`src/rtl/drop_timing_source_pkg.sv`:
```
// Shared constants for the drop timing producer: FSM encoding and fixed-point widths.
// Used by drop_timing_source (optional SENSOR_FAULT_FILTER_EN build) and seq_sqrt.
package drop_timing_source_pkg;

   localparam int FIXED_W = 16;
   localparam int RAD_W   = 24;

   localparam logic [1:0] ST_IDLE = 2'd0;
   localparam logic [1:0] ST_AVG  = 2'd1;
   localparam logic [1:0] ST_SQRT = 2'd2;
   localparam logic [1:0] ST_DONE = 2'd3;

endpackage

```
`src/rtl/drop_timing_source_seq_sqrt.sv`:
```
// Sequential restoring integer square root, one root bit per cycle, MSB first.
// The first iteration is taken on the start edge, so done_o rises ITER cycles after start_i.
module seq_sqrt
   import drop_timing_source_pkg::*;
#(
   parameter int ITER = 16
) (
   input  logic             clk,
   input  logic             rst_n,
   input  logic             start_i,
   input  logic [RAD_W-1:0] radicand_i,
   output logic             done_o,
   output logic [ITER-1:0]  root_o
);

   localparam int EXT_W = 2 * ITER;
   localparam int REM_W = ITER + 4;
   localparam int CNT_W = $clog2(ITER + 1);

   logic [EXT_W-1:0] radExt;
   logic [EXT_W-1:0] rad_q, rad_d;
   logic [REM_W-1:0] rem_q, rem_d;
   logic [ITER-1:0]  root_q, root_d;
   logic [CNT_W-1:0] cnt_q, cnt_d;
   logic             running_q, running_d;

   logic [1:0]       pair;
   logic [REM_W-1:0] remIn, remShift, trial, remStep;
   logic [ITER-1:0]  rootIn, rootStep;

   assign radExt = {{(EXT_W - RAD_W){1'b0}}, radicand_i};

   always_comb begin
      pair     = start_i ? radExt[EXT_W-1 -: 2] : rad_q[EXT_W-1 -: 2];
      remIn    = start_i ? '0 : rem_q;
      rootIn   = start_i ? '0 : root_q;
      remShift = (remIn << 2) | REM_W'(pair);
      trial    = {2'b00, rootIn, 2'b01};
      if (remShift >= trial) begin
         remStep  = remShift - trial;
         rootStep = (rootIn << 1) | ITER'(1);
      end else begin
         remStep  = remShift;
         rootStep = rootIn << 1;
      end
   end

   always_comb begin
      rad_d     = rad_q;
      rem_d     = rem_q;
      root_d    = root_q;
      cnt_d     = cnt_q;
      running_d = running_q;
      if (start_i) begin
         rad_d     = radExt << 2;
         rem_d     = remStep;
         root_d    = rootStep;
         cnt_d     = CNT_W'(ITER - 1);
         running_d = 1'b1;
      end else if (running_q) begin
         if (cnt_q != '0) begin
            rad_d  = rad_q << 2;
            rem_d  = remStep;
            root_d = rootStep;
            cnt_d  = cnt_q - CNT_W'(1);
         end else begin
            running_d = 1'b0;
         end
      end
   end

   always_ff @(posedge clk) begin
      if (!rst_n) begin
         rad_q     <= '0;
         rem_q     <= '0;
         root_q    <= '0;
         cnt_q     <= '0;
         running_q <= 1'b0;
      end else begin
         rad_q     <= rad_d;
         rem_q     <= rem_d;
         root_q    <= root_d;
         cnt_q     <= cnt_d;
         running_q <= running_d;
      end
   end

   assign done_o = running_q && (cnt_q == '0);
   assign root_o = root_q;

endmodule

```
`src/rtl/drop_timing_source.sv`:
```
// Drop timing producer: averages four height sensors, takes sqrt(h) in 8.8 and presents a registered bundle.
// Define SENSOR_FAULT_FILTER_EN to drop a sensor pair that reports a zero reading.
module drop_timing_source
   import drop_timing_source_pkg::*;
#(
   parameter int SQRT_ITER = 16,
   parameter int SENS_W    = 8
) (
   input  logic               clk,
   input  logic               rst_n,
   input  logic [SENS_W-1:0]  sensor1,
   input  logic [SENS_W-1:0]  sensor2,
   input  logic [SENS_W-1:0]  sensor3,
   input  logic [SENS_W-1:0]  sensor4,
   input  logic               sample_valid,
   input  logic [FIXED_W-1:0] t_lim_in,
   input  logic               drop_req,
   output logic [FIXED_W-1:0] t_act,
   output logic [FIXED_W-1:0] t_lim,
   output logic               drop_en,
   output logic               result_valid,
   output logic               busy
);

   logic [1:0]         state_q, state_d;
   logic [SENS_W-1:0]  s1_q, s1_d, s2_q, s2_d, s3_q, s3_d, s4_q, s4_d;
   logic [FIXED_W-1:0] limCap_q, limCap_d;
   logic               dropCap_q, dropCap_d;
   logic [FIXED_W-1:0] tAct_q, tAct_d, tLim_q, tLim_d;
   logic               dropEn_q, dropEn_d;
   logic               valid_q, valid_d;
   logic               busy_q, busy_d;

   logic [SENS_W+1:0]  sum4;
   logic [SENS_W-1:0]  height;
   logic [RAD_W-1:0]   radicand;
   logic               sqrtStart;
   logic               sqrtDone;
   logic [SQRT_ITER-1:0] sqrtRoot;

   // Height is derived from the captured samples, so later sensor changes cannot disturb a conversion.
   assign sum4 = {2'b00, s1_q} + {2'b00, s2_q} + {2'b00, s3_q} + {2'b00, s4_q}
               + (SENS_W + 2)'(2);

`ifdef SENSOR_FAULT_FILTER_EN
   logic [SENS_W:0] sum24, sum13;
   assign sum24 = {1'b0, s2_q} + {1'b0, s4_q} + (SENS_W + 1)'(1);
   assign sum13 = {1'b0, s1_q} + {1'b0, s3_q} + (SENS_W + 1)'(1);

   always_comb begin
      if (((s1_q == '0) || (s3_q == '0)) && ((s2_q == '0) || (s4_q == '0)))
         height = '0;
      else if ((s1_q == '0) || (s3_q == '0))
         height = SENS_W'(sum24 >> 1);
      else if ((s2_q == '0) || (s4_q == '0))
         height = SENS_W'(sum13 >> 1);
      else
         height = SENS_W'(sum4 >> 2);
   end
`else
   assign height = SENS_W'(sum4 >> 2);
`endif

   assign radicand  = {height, 16'h0000};
   assign sqrtStart = (state_q == ST_AVG);

   seq_sqrt #(.ITER(SQRT_ITER)) u_sqrt (
      .clk        (clk),
      .rst_n      (rst_n),
      .start_i    (sqrtStart),
      .radicand_i (radicand),
      .done_o     (sqrtDone),
      .root_o     (sqrtRoot)
   );

   // Outputs are loaded on the SQRT->DONE edge so result_valid is visible throughout DONE.
   always_comb begin
      state_d   = state_q;
      s1_d      = s1_q;
      s2_d      = s2_q;
      s3_d      = s3_q;
      s4_d      = s4_q;
      limCap_d  = limCap_q;
      dropCap_d = dropCap_q;
      tAct_d    = tAct_q;
      tLim_d    = tLim_q;
      dropEn_d  = dropEn_q;
      valid_d   = 1'b0;
      busy_d    = busy_q;
      case (state_q)
         ST_IDLE: begin
            if (sample_valid) begin
               s1_d      = sensor1;
               s2_d      = sensor2;
               s3_d      = sensor3;
               s4_d      = sensor4;
               limCap_d  = t_lim_in;
               dropCap_d = drop_req;
               busy_d    = 1'b1;
               state_d   = ST_AVG;
            end
         end
         ST_AVG: begin
            state_d = ST_SQRT;
         end
         ST_SQRT: begin
            if (sqrtDone) begin
               tAct_d   = FIXED_W'(sqrtRoot);
               tLim_d   = limCap_q;
               dropEn_d = dropCap_q;
               valid_d  = 1'b1;
               state_d  = ST_DONE;
            end
         end
         default: begin
            busy_d  = 1'b0;
            state_d = ST_IDLE;
         end
      endcase
   end

   always_ff @(posedge clk) begin
      if (!rst_n) begin
         state_q   <= ST_IDLE;
         s1_q      <= '0;
         s2_q      <= '0;
         s3_q      <= '0;
         s4_q      <= '0;
         limCap_q  <= '0;
         dropCap_q <= 1'b0;
         tAct_q    <= '0;
         tLim_q    <= '0;
         dropEn_q  <= 1'b0;
         valid_q   <= 1'b0;
         busy_q    <= 1'b0;
      end else begin
         state_q   <= state_d;
         s1_q      <= s1_d;
         s2_q      <= s2_d;
         s3_q      <= s3_d;
         s4_q      <= s4_d;
         limCap_q  <= limCap_d;
         dropCap_q <= dropCap_d;
         tAct_q    <= tAct_d;
         tLim_q    <= tLim_d;
         dropEn_q  <= dropEn_d;
         valid_q   <= valid_d;
         busy_q    <= busy_d;
      end
   end

   assign t_act        = tAct_q;
   assign t_lim        = tLim_q;
   assign drop_en      = dropEn_q;
   assign result_valid = valid_q;
   assign busy         = busy_q;

endmodule

```
`config.mk`:
```
export PLATFORM = sky130hd
export DESIGN_NAME = drop_timing_source
export DESIGN_NICKNAME = d
export VERILOG_FILES = /design/src/rtl/drop_timing_source_pkg.sv /design/src/rtl/drop_timing_source_seq_sqrt.sv /design/src/rtl/drop_timing_source.sv
export SDC_FILE = /design/constraint.sdc
export NUM_CORES = 1
export LEC_CHECK = 0
export CORE_MARGIN = 1.5
export CORE_UTILIZATION = 39
export CTS_CLUSTER_SIZE = 30
export DETAILED_ROUTE_END_ITERATION = 6
export PLACE_DENSITY = 0.68
export RECOVER_POWER = 25
export SLEW_MARGIN = 5
export SYNTH_ARGS = -nofsm -noshare
export SYNTH_HDL_FRONTEND = slang
export SYNTH_HIERARCHICAL = 1
export SYNTH_SLANG_ARGS = --single-unit
export TNS_END_PERCENT = 5
```
`constraint.sdc`:
```
create_clock -name clk -period 4.3 [get_ports clk]
set_input_delay 0.43 -clock clk [delete_from_list [all_inputs] [get_ports clk]]
set_output_delay 0.43 -clock clk [all_outputs]
set_load 0.02 [all_outputs]
```
After elaboration in Yosys (flattened, before gate mapping):

Index checks and enable logic that the tools add are counted.

* memory bits (read-only): 0
* memory bits (writable): 0
* logic and storage cells: 74
* latch bits: 0
* memories kept: 0
* input port bits: 52
* bits in registers: 140
* output and inout port bits: 35

* equality and inequality tests: 4
* shift operators: 0
* divide/modulo/power cells: 0
* reductions and logical operators: 15
* $mul: 0
* mux-type cells: 26
* bitwise operators: 3
* magnitude comparators: 1
* $add $sub $neg: 6

Operator list (count)
* 18-bit two-way mux: 5
* 26-bit two-way mux: 3
* 16-bit two-way mux: 4
* 20-bit by 18-bit >= comparator with 1-bit output: 1
* 20-bit by 2-bit bitwise OR with 20-bit output: 1
* 18-bit subtractor: 1
* 2-bit AND reduction: 7
* 4-bit two-way mux: 3
* 10-bit by 2-bit adder with 10-bit output, second input constant: 1
* 10-bit by 8-bit adder with 10-bit output: 1
* 9-bit by 8-bit adder with 10-bit output: 1
* 8-bit by 8-bit adder with 9-bit output: 1
* 1-bit two-way mux: 6
* 2-bit two-way mux: 3
* 2-bit one-hot mux with 3 select lines: 1
* 5-bit logical NOT: 1
* 5-bit nonzero test: 1
* 5-bit by 1-bit subtractor with 5-bit output, second input constant: 1
* 2-bit inequality test, second input constant: 2
* 2-bit nonzero test: 2
* 2-bit OR reduction: 2
* 2-bit by 1-bit == test with 1-bit output, second input constant: 1
* 2-bit == test, second input constant: 1
* 2-bit logical NOT: 1
* other kinds (3): 4

Depth between registers and ports, before layout:

Gate-level depths: netlist of run 1.

* word-level depth: 8
* gate-level depth with buffers: 14

Modules after synthesis:

The synthesis of run 1 kept the hierarchy.

By module, submodules not included
* seq_sqrt: area an instance 4061.4 um2, cells each 537, instances 1
* drop_timing_source: area an instance 3977.6 um2, cells each 479, instances 1

Worst setup path after synthesis of run 1:

Ideal clock, no wire load.

* path type: reg-to-reg
* start point: register state_q[1]
* end point: register u_sqrt.rem_q[17]
* stages on the path, launching flop included: 14
* data arrival time: 3.266 ns
* setup slack: 0.964 ns
* clock period less this slack: 3.336 ns
* cells stage by stage: dfxtp_1 > inv_1 > ha_1 > clkbuf_1 > clkbuf_1 > nor2b_1 > ha_1 > and3_1 > and3_1 > a31o_1 > o41ai_4 > nor3b_4 > a22oi_1 > o21ai_1

* cells in the longest elaborated chain, start to end: 8

Ends and longest elaborated chain
* start, declared: RTL line drop_timing_source.sv:25 `logic [1:0] state_q, state_d;`
* start signal, assigned: RTL line drop_timing_source.sv:137 `state_q <= state_d;`
* 2-bit by 1-bit == test with 1-bit output (*): RTL line drop_timing_source.sv:65 `assign sqrtStart = (state_q == ST_AVG);`
* named net sqrtStart: RTL line drop_timing_source.sv:37 `logic sqrtStart;`
* 2-bit two-way mux / 18-bit two-way mux (equally long branches): RTL line drop_timing_source_seq_sqrt.sv:34, drop_timing_source_seq_sqrt.sv:35
* 20-bit by 2-bit bitwise OR with 20-bit output: RTL line drop_timing_source_seq_sqrt.sv:37 `remShift = (remIn << 2) | REM_W'(pair);`
* 18-bit subtractor / 20-bit by 18-bit >= comparator with 1-bit output (equally long branches): RTL line drop_timing_source_seq_sqrt.sv:40, drop_timing_source_seq_sqrt.sv:39
* 18-bit two-way mux: RTL line drop_timing_source_seq_sqrt.sv:39 `if (remShift >= trial) begin`
* 18-bit two-way mux: RTL line drop_timing_source_seq_sqrt.sv:61 `if (cnt_q != '0) begin`
* 18-bit two-way mux: RTL line drop_timing_source_seq_sqrt.sv:60 `end else if (running_q) begin`
* 18-bit two-way mux: RTL line drop_timing_source_seq_sqrt.sv:54 `if (start_i) begin`
* end signal, assigned: RTL line drop_timing_source_seq_sqrt.sv:81 `rem_q <= rem_d;`
* end, declared: RTL line drop_timing_source_seq_sqrt.sv:22 `logic [REM_W-1:0] rem_q, rem_d;`

The timed path passes the listed nets; every way through them passes the cells marked *. The select of a mux whose other input is x is not followed.
A chain may end at the register's enable or synchronous reset.

Final worst setup path of run 1:

* start point: register state_q[1]
* end point: register u_sqrt.rem_q[15]

The elaborated chain is that of the path after synthesis.

==> results of run 1 <==
cell type report:
class | instances | area [um^2] | share of cell area, %
Multi-Input combinational cell | 754 | 4510 | 46.6
Sequential cell | 156 | 3120 | 32.3
Antenna cell | 1 | 2.50 | 0.0258
Inverter | 60 | 225 | 2.33
Clock buffer | 19 | 443 | 4.58
Timing Repair Buffer | 97 | 935 | 9.65
Clock inverter | 13 | 105 | 1.09
Tap cell | 270 | 338 | 3.49
metrics by stage:
step,cells,total power [W]
3_5_place_dp,1337,0.00496
2_1_floorplan,1031,0.00431
3_3_place_gp,1337,0.00491
6_report,1370,0.00637
5_1_grt,1369,0.00688
4_1_cts,1369,0.00641
worst max-delay path, cell delays in order, from the launching register on:
cell	delay, ns
dfxtp_1	0.34
inv_1	0.09
ha_2	0.18
clkinv_1	0.44
buf_4	0.35
nand2_1	0.10
ha_1	0.26
nor2b_1	0.17
o21ai_0	0.29
a211oi_1	0.21
or3_1	0.34
o21ai_0	0.52
o21ai_0	0.18
state kept, by name (all words and copies together) (netlist names), 8 cells and up:
name / flops
s4_q: 8
u_sqrt/rad_q: 30
u_sqrt/rem_q: 18
t_act: 16
u_sqrt/root_o: 16
s3_q: 8
s1_q: 8
s2_q: 8
t_lim: 16
limCap_q: 16
cells by family (layout without fill, tap and decap cells):
family	after synthesis	in the layout	share of synthesized area (%)
buf+inv	121	189	5.93
xor+xnor	19	19	2.07
fa+ha+maj	47	47	8.72
other cells	1	17	0.0466
flops	156	156	38.8
mux	8	8	0.996
simple gates	393	393	21.0
compound gates	271	271	22.4
power by group:
part | leakage, nW | internal [W] | total (W) | switching (W)
Clock | 0.264 | 0.000768 | 0.00141 | 0.000643
Sequential | 1.27 | 0.00170 | 0.00185 | 0.000154
Combinational | 2.28 | 0.00128 | 0.00310 | 0.00182
Total | 3.81 | 0.00375 | 0.00637 | 0.00262
synthesized netlist by cell type, types with 2 or more instances:
library cell | count | area [um^2]
a211oi_1 | 4 | 30.0
a21boi_0 | 87 | 653
a21o_1 | 8 | 60.1
a21oi_1 | 75 | 375
a221o_1 | 3 | 30.0
a22oi_1 | 9 | 67.6
a31oi_1 | 5 | 31.3
and2_1 | 4 | 25.0
and3_1 | 7 | 43.8
buf_1 | 3 | 11.3
buf_2 | 6 | 30.0
buf_6 | 2 | 22.5
clkbuf_1 | 50 | 188
dfxtp_1 | 156 | 3120
fa_1 | 15 | 300
ha_1 | 32 | 400
inv_1 | 59 | 221
mux2i_1 | 8 | 80.1
nand2_1 | 260 | 976
nand2b_1 | 4 | 25.0
nand3_1 | 8 | 40.0
nand4_1 | 3 | 18.8
nor2_1 | 50 | 188
nor2b_1 | 44 | 275
nor3_1 | 4 | 20.0
o211ai_1 | 2 | 15.0
o21a_1 | 23 | 173
o21ai_0 | 32 | 160
o21bai_1 | 6 | 45.0
o31ai_1 | 4 | 30.0
or3_1 | 2 | 12.5
xnor2_1 | 13 | 114
xor2_1 | 6 | 52.6
per-layer routing:
layer  wire length, um  GRT usage, %  up-vias
met1              8710          23.2     3100
met5                 0             0        -
met4               218          5.35        0
met3               851          4.03       17
met2              7970          26.5      139
li1                  -             -     3481
layout by cell type (no fill, tap or decap), drive strengths merged, types with 2 or more instances in the layout:
master and n:
nand2b 4, fa 15, nand2 260, clkinv 3
o31ai 4, conb 16, nor2 50, xor2 6
and3 7, a22oi 9, a211oi 4, and2 4
dlygate4sd3 25, o211ai 2, a21oi 75, clkdlybuf4s50 60
o21bai 6, o21a 23, o21ai 33, nor2b 44
or3 2, clkbuf 21, xnor2 13, a21boi 88
a21o 8, clkinvlp 3, mux2i 8, nand4 3
ha 32, dfxtp 156, nand3 8, a31o 2
buf 10, a221o 3, nor3 4, inv 67
a31oi 5
worst max path at each step:
stage | slack, ns | endpoint | cells after the start | startpoint
floorplan | 0.96 | u_sqrt/rem_q[17] | 13 | state_q[1]
global placement | 0.76 | u_sqrt/rem_q[0] | 13 | state_q[1]
detailed placement | 0.67 | u_sqrt/rem_q[0] | 13 | state_q[1]
CTS | 0.64 | u_sqrt/rem_q[0] | 13 | state_q[1]
global route | 0.30 | u_sqrt/rem_q[15] | 12 | state_q[1]
finish | 0.67 | u_sqrt/rem_q[15] | 12 | state_q[1]
==> impl_metrics.py, run 1 <==
metrics = {
    "outcome": {
        "status": "finished with violations",
        "violations": "capacitance limit, slew limit",
    },
    "sta": {
        "worst_slack_ns": 0.673,
        "period_needed_ns": 3.63,
        "final_max_slew_viol_count": 124,
        "worstMarginPinSlew_ns": 2.04,
        "finClkSkew_ns": 0.0119,
        "rsz0062_at_grt": "no",
        "fin_setup_tns_ns": 0,
        "finalHoldViolations": 0,
        "clock.fmax_mhz": 276,
        "finalSetupViolCount": 0,
        "fin_hold_ws_ns": 0.450,
        "period_share_pct": 84.4,
        "relSlewSlack_pct": -36.1,
    },
    "final_layout": {
        "nFillCells": 1994,
        "area_growth_pct": 20.4,
        "final_util_pct": 47.8,
        "final_cell_area_mm2": 0.00968,
        "drive_gt1_share_pct": 4.37,
        "fin_nets": 1185,
    },
    "cts": {
        "cts_root_buf": "clkbuf_16",
        "cts.clk_slew.worst_paths_ns": 0.06,
        "cts_resized": 0,
        "clk_path_buf_depth": 2,
        "hold_buffers": 0,
        "htreeDepth": 4,
        "cts_made_buffers": 17,
        "clock_sinks": 156,
        "clk_latency_ns": 0.43,
        "post_cts_buffers": 0,
        "cts_tree": "done",
    },
    "place": {
        "hpwlAfterDp_mm": 11.8,
        "io_buffers": 86,
        "pre_cts_ws_ns": 0.665,
        "place_area_mm2": 0.00914,
        "place.gp.congestion": 0.872,
    },
    "global_routing": {
        "grt_pass1_vias": 6309,
        "grt_max_degree": 124,
        "grt_overflow": 0,
        "grt_pass1_wl_mm": 30.2,
        "grt_antenna_before_repair": 1,
        "grt_usage_pct": 17.0,
    },
    "die": {
        "fp-row-count": 52,
        "die_x_um": 147,
        "die_y_um": 147,
        "boundaryPins": 87,
        "core_area_mm2": 0.0202,
        "start_util_pct": 39.7,
        "fp.dieArea_mm2": 0.0215,
    },
    "power_and_ir_drop": {
        "cellPowerDensity_mw_per_mm2": 658,
        "max-vdd-ir-drop_mv": 0.390,
        "p_leak_nw": 3.81,
    },
    "synth": {
        "synthArstFlopShare_pct": 0,
        "synthCells": 1016,
        "netlist_area_mm2": 0.00804,
        "synth_cell_type_count": 55,
        "avgSynthCellArea_um2": 7.91,
        "ys_ff_latch": 156,
        "yosysWarnings": 6,
        "synth-edff-count": 0,
        "ys.flop_type": "dfxtp_1",
        "ys_seq_area_share_pct": 38.8,
    },
    "routing": {
        "routed_via_density": 4.92,
        "routed_wl_mm": 17.7,
        "drt-initial-drc-count": 430,
        "postRouteAntennaNets": 0,
        "wl_per_cell_um": 12.9,
        "num_vias": 6737,
        "dr.pass1.iters": 5,
        "post-route-drc-count": 0,
    },
    "min_path": {
        "holdPathStages": 2,
        "hp-class": "flop to flop",
        "hold_start": "u_sqrt/rad_q[25]",
        "hold_end": "u_sqrt/rad_q[27]",
    },
    "setup_path": {
        "reg2reg_slack_ns": 0.67,
        "worstSetupEndpointType": "flop",
        "cp_data_arrival_time_ns": 3.91,
        "critPathKind": "flop to flop",
        "ff2ff_path_depth": 12,
        "cp_max_fo": 17,
        "r2r-start": "state_q[1]",
        "r2r_end": "u_sqrt/rem_q[15]",
        "crit_path_start_kind": "flop",
        "required_ns": 4.58,
    },
    "flow_run": {
        "maxCapViolCount": 1,
    },
}
No activity file was read; power rests on OpenSTA's default activity.
==> inputs of run 2 (changes only) <==
clock period = 3.75 ns   (was 4.3 ns; I/O delays follow)
==> impl_metrics.py, run 2 (synthesis results as in run 1) <==
metrics = {
    "routing": {
        "postRouteAntennaNets": 0,
        "top_layer": "met4",
        "routed_via_density": 4.89,
        "dr.pass1.iters": 5,
        "drt-met1-wl_mm": 8.54,
        "num_vias": 6703,
        "wl_met2_mm": 7.79,
        "post-route-drc-count": 0,
        "route.met3.wl_um": 894,
        "routed_wl_mm": 17.5,
        "drt-initial-drc-count": 279,
        "wl_per_cell_um": 12.8,
    },
    "die": {
        "start_util_pct": 39.7,
        "boundaryPins": 87,
        "die_y_um": 147,
        "die_x_um": 147,
        "fp.dieArea_mm2": 0.0215,
        "core_area_mm2": 0.0202,
        "fp-row-count": 52,
    },
    "sta": {
        "worst_slack_ns": 0.295,
        "fin_setup_tns_ns": 0,
        "clock.fmax_mhz": 289,
        "finalHoldViolations": 0,
        "period_needed_ns": 3.45,
        "relSlewSlack_pct": 22.7,
        "finClkSkew_ns": 0.0122,
        "worstMarginPinSlew_ns": 1.16,
        "rsz0062_at_grt": "no",
        "final_max_slew_viol_count": 0,
        "finalSetupViolCount": 0,
        "period_share_pct": 92.1,
    },
    "flow_run": {
        "maxCapViolCount": 0,
    },
    "global_routing": {
        "grt_max_degree": 119,
        "grt_pass1_wl_mm": 30.1,
        "grt_usage_pct": 16.9,
        "grt_pass1_vias": 6235,
        "grt_overflow": 0,
        "grt_antenna_before_repair": 0,
    },
    "power_and_ir_drop": {
        "cellPowerDensity_mw_per_mm2": 765,
        "p_leak_nw": 3.86,
        "max-vdd-ir-drop_mv": 0.394,
    },
    "cts": {
        "clk_latency_ns": 0.43,
        "post_cts_buffers": 0,
        "cts_tree": "done",
        "cts_root_buf": "clkbuf_16",
        "cts.clk_slew.worst_paths_ns": 0.06,
        "htreeDepth": 4,
        "clock_sinks": 156,
        "clk_path_buf_depth": 2,
        "cts_resized": 0,
        "hold_buffers": 0,
        "cts_made_buffers": 17,
    },
    "place": {
        "hpwlAfterDp_mm": 11.7,
        "io_buffers": 86,
        "place.gp.congestion": 0.859,
        "pre_cts_ws_ns": 0.324,
    },
    "final_layout": {
        "seq_area_mm2": 0.00312,
        "multi_input_area_mm2": 0.00451,
        "drive_gt1_share_pct": 4.72,
        "largest_reg_flops": 30,
        "antenna_cells": 0,
        "regMostFlops": "u_sqrt/rad_q",
        "most-common-layout-cells": "nand2_1, dfxtp_1, a21boi_0, a21oi_1",
        "fin_nets": 1188,
        "reg_top3": "u_sqrt/rad_q: 30 flops, u_sqrt/rem_q: 18 flops",
        "nFillCells": 1946,
        "area_growth_pct": 21.3,
        "mostFrequentLayoutCell": "nand2_1",
    },
    "setup_path": {
        "worstSetupEndpointType": "flop",
        "cp_data_arrival_time_ns": 3.78,
        "cp-startpoint": "state_q[1]",
        "required_ns": 4.07,
        "crit_path_start_kind": "flop",
        "critPathKind": "flop to flop",
        "cp_max_fo": 68,
        "r2r-start": "state_q[1]",
    },
    "min_path": {
        "hp-class": "flop to flop",
        "hold_start": "u_sqrt/rad_q[27]",
    },
    "outcome": {
        "status": "complete, no violations",
    },
}
==> run 2: changes by cell type in the layout (fill, tap and decap cells not counted), sizes merged <==
cell           change
bufinv             +1
clkdlybuf4s50      -1
inv                +1
clkbuf             -3
dlygate4sd3        +1
clkinvlp           -2
buf                +4
diode              -1
clkinv             +2
==> run 2: final timing paths <==
kind / slack (ns) / cells after the start / end
worst max-delay path: 0.30 / 13 / u_sqrt/rem_q[0]
worst min-delay path: 0.45 / 2 / u_sqrt/rad_q[29]
worst max register to register: 0.30 / 13 / u_sqrt/rem_q[0]
worst min register to register: 0.45 / 2 / u_sqrt/rad_q[29]
==> run 2: cell type report <==
class	count	area share, %
inverters	60	2.31
well taps	270	3.46
multi-input cells	754	46.2
flip-flops and latches	156	32.0
clock inverters	15	1.76
clock buffers	17	4.36
repair buffers	100	9.84
==> run 2: critical path, cell delays in order (launching register included) <==
cell	delay, ns
dfxtp_1	0.33
inv_1	0.09
ha_2	0.18
buf_4	0.52
nor2b_1	0.15
ha_1	0.37
and3_1	0.21
and3_1	0.19
a31o_1	0.27
o41ai_4	0.41
buf_4	0.28
xnor2_1	0.13
nand2_1	0.07
o211a_1	0.12
==> run 2: report_power, final <==
| group | total [W] | switching (W) | internal [W] |
|---|---|---|---|
| Clock | 0.00174 | 0.000784 | 0.000952 |
| Combinational | 0.00360 | 0.00209 | 0.00151 |
| Sequential | 0.00212 | 0.000173 | 0.00195 |
==> run 2: per-layer routing <==
| metal | vias up | GRT usage, % |
|---|---|---|
| met4 | 0 | 5.81 |
| met1 | 3031 | 22.3 |
| met2 | 146 | 26.8 |
| met3 | 26 | 4.47 |
| met5 | - | 0 |
| li1 | 3500 | - |
==> run 2: through the flow <==
step	utilization, %	total power [W]	instances	cell area (um^2)	hold slack (ns)
6_report	48.2	0.00746	1372	9750	0.452
5_1_grt	48.2	0.00806	1372	9750	0.479
4_1_cts	48.2	0.00749	1372	9760	0.316
3_5_place_dp	45.3	0.00572	1340	9160	0.445
3_3_place_gp	45.3	0.00567	1340	9160	0.438
2_1_floorplan	-	0.00494	1031	8100	0.429
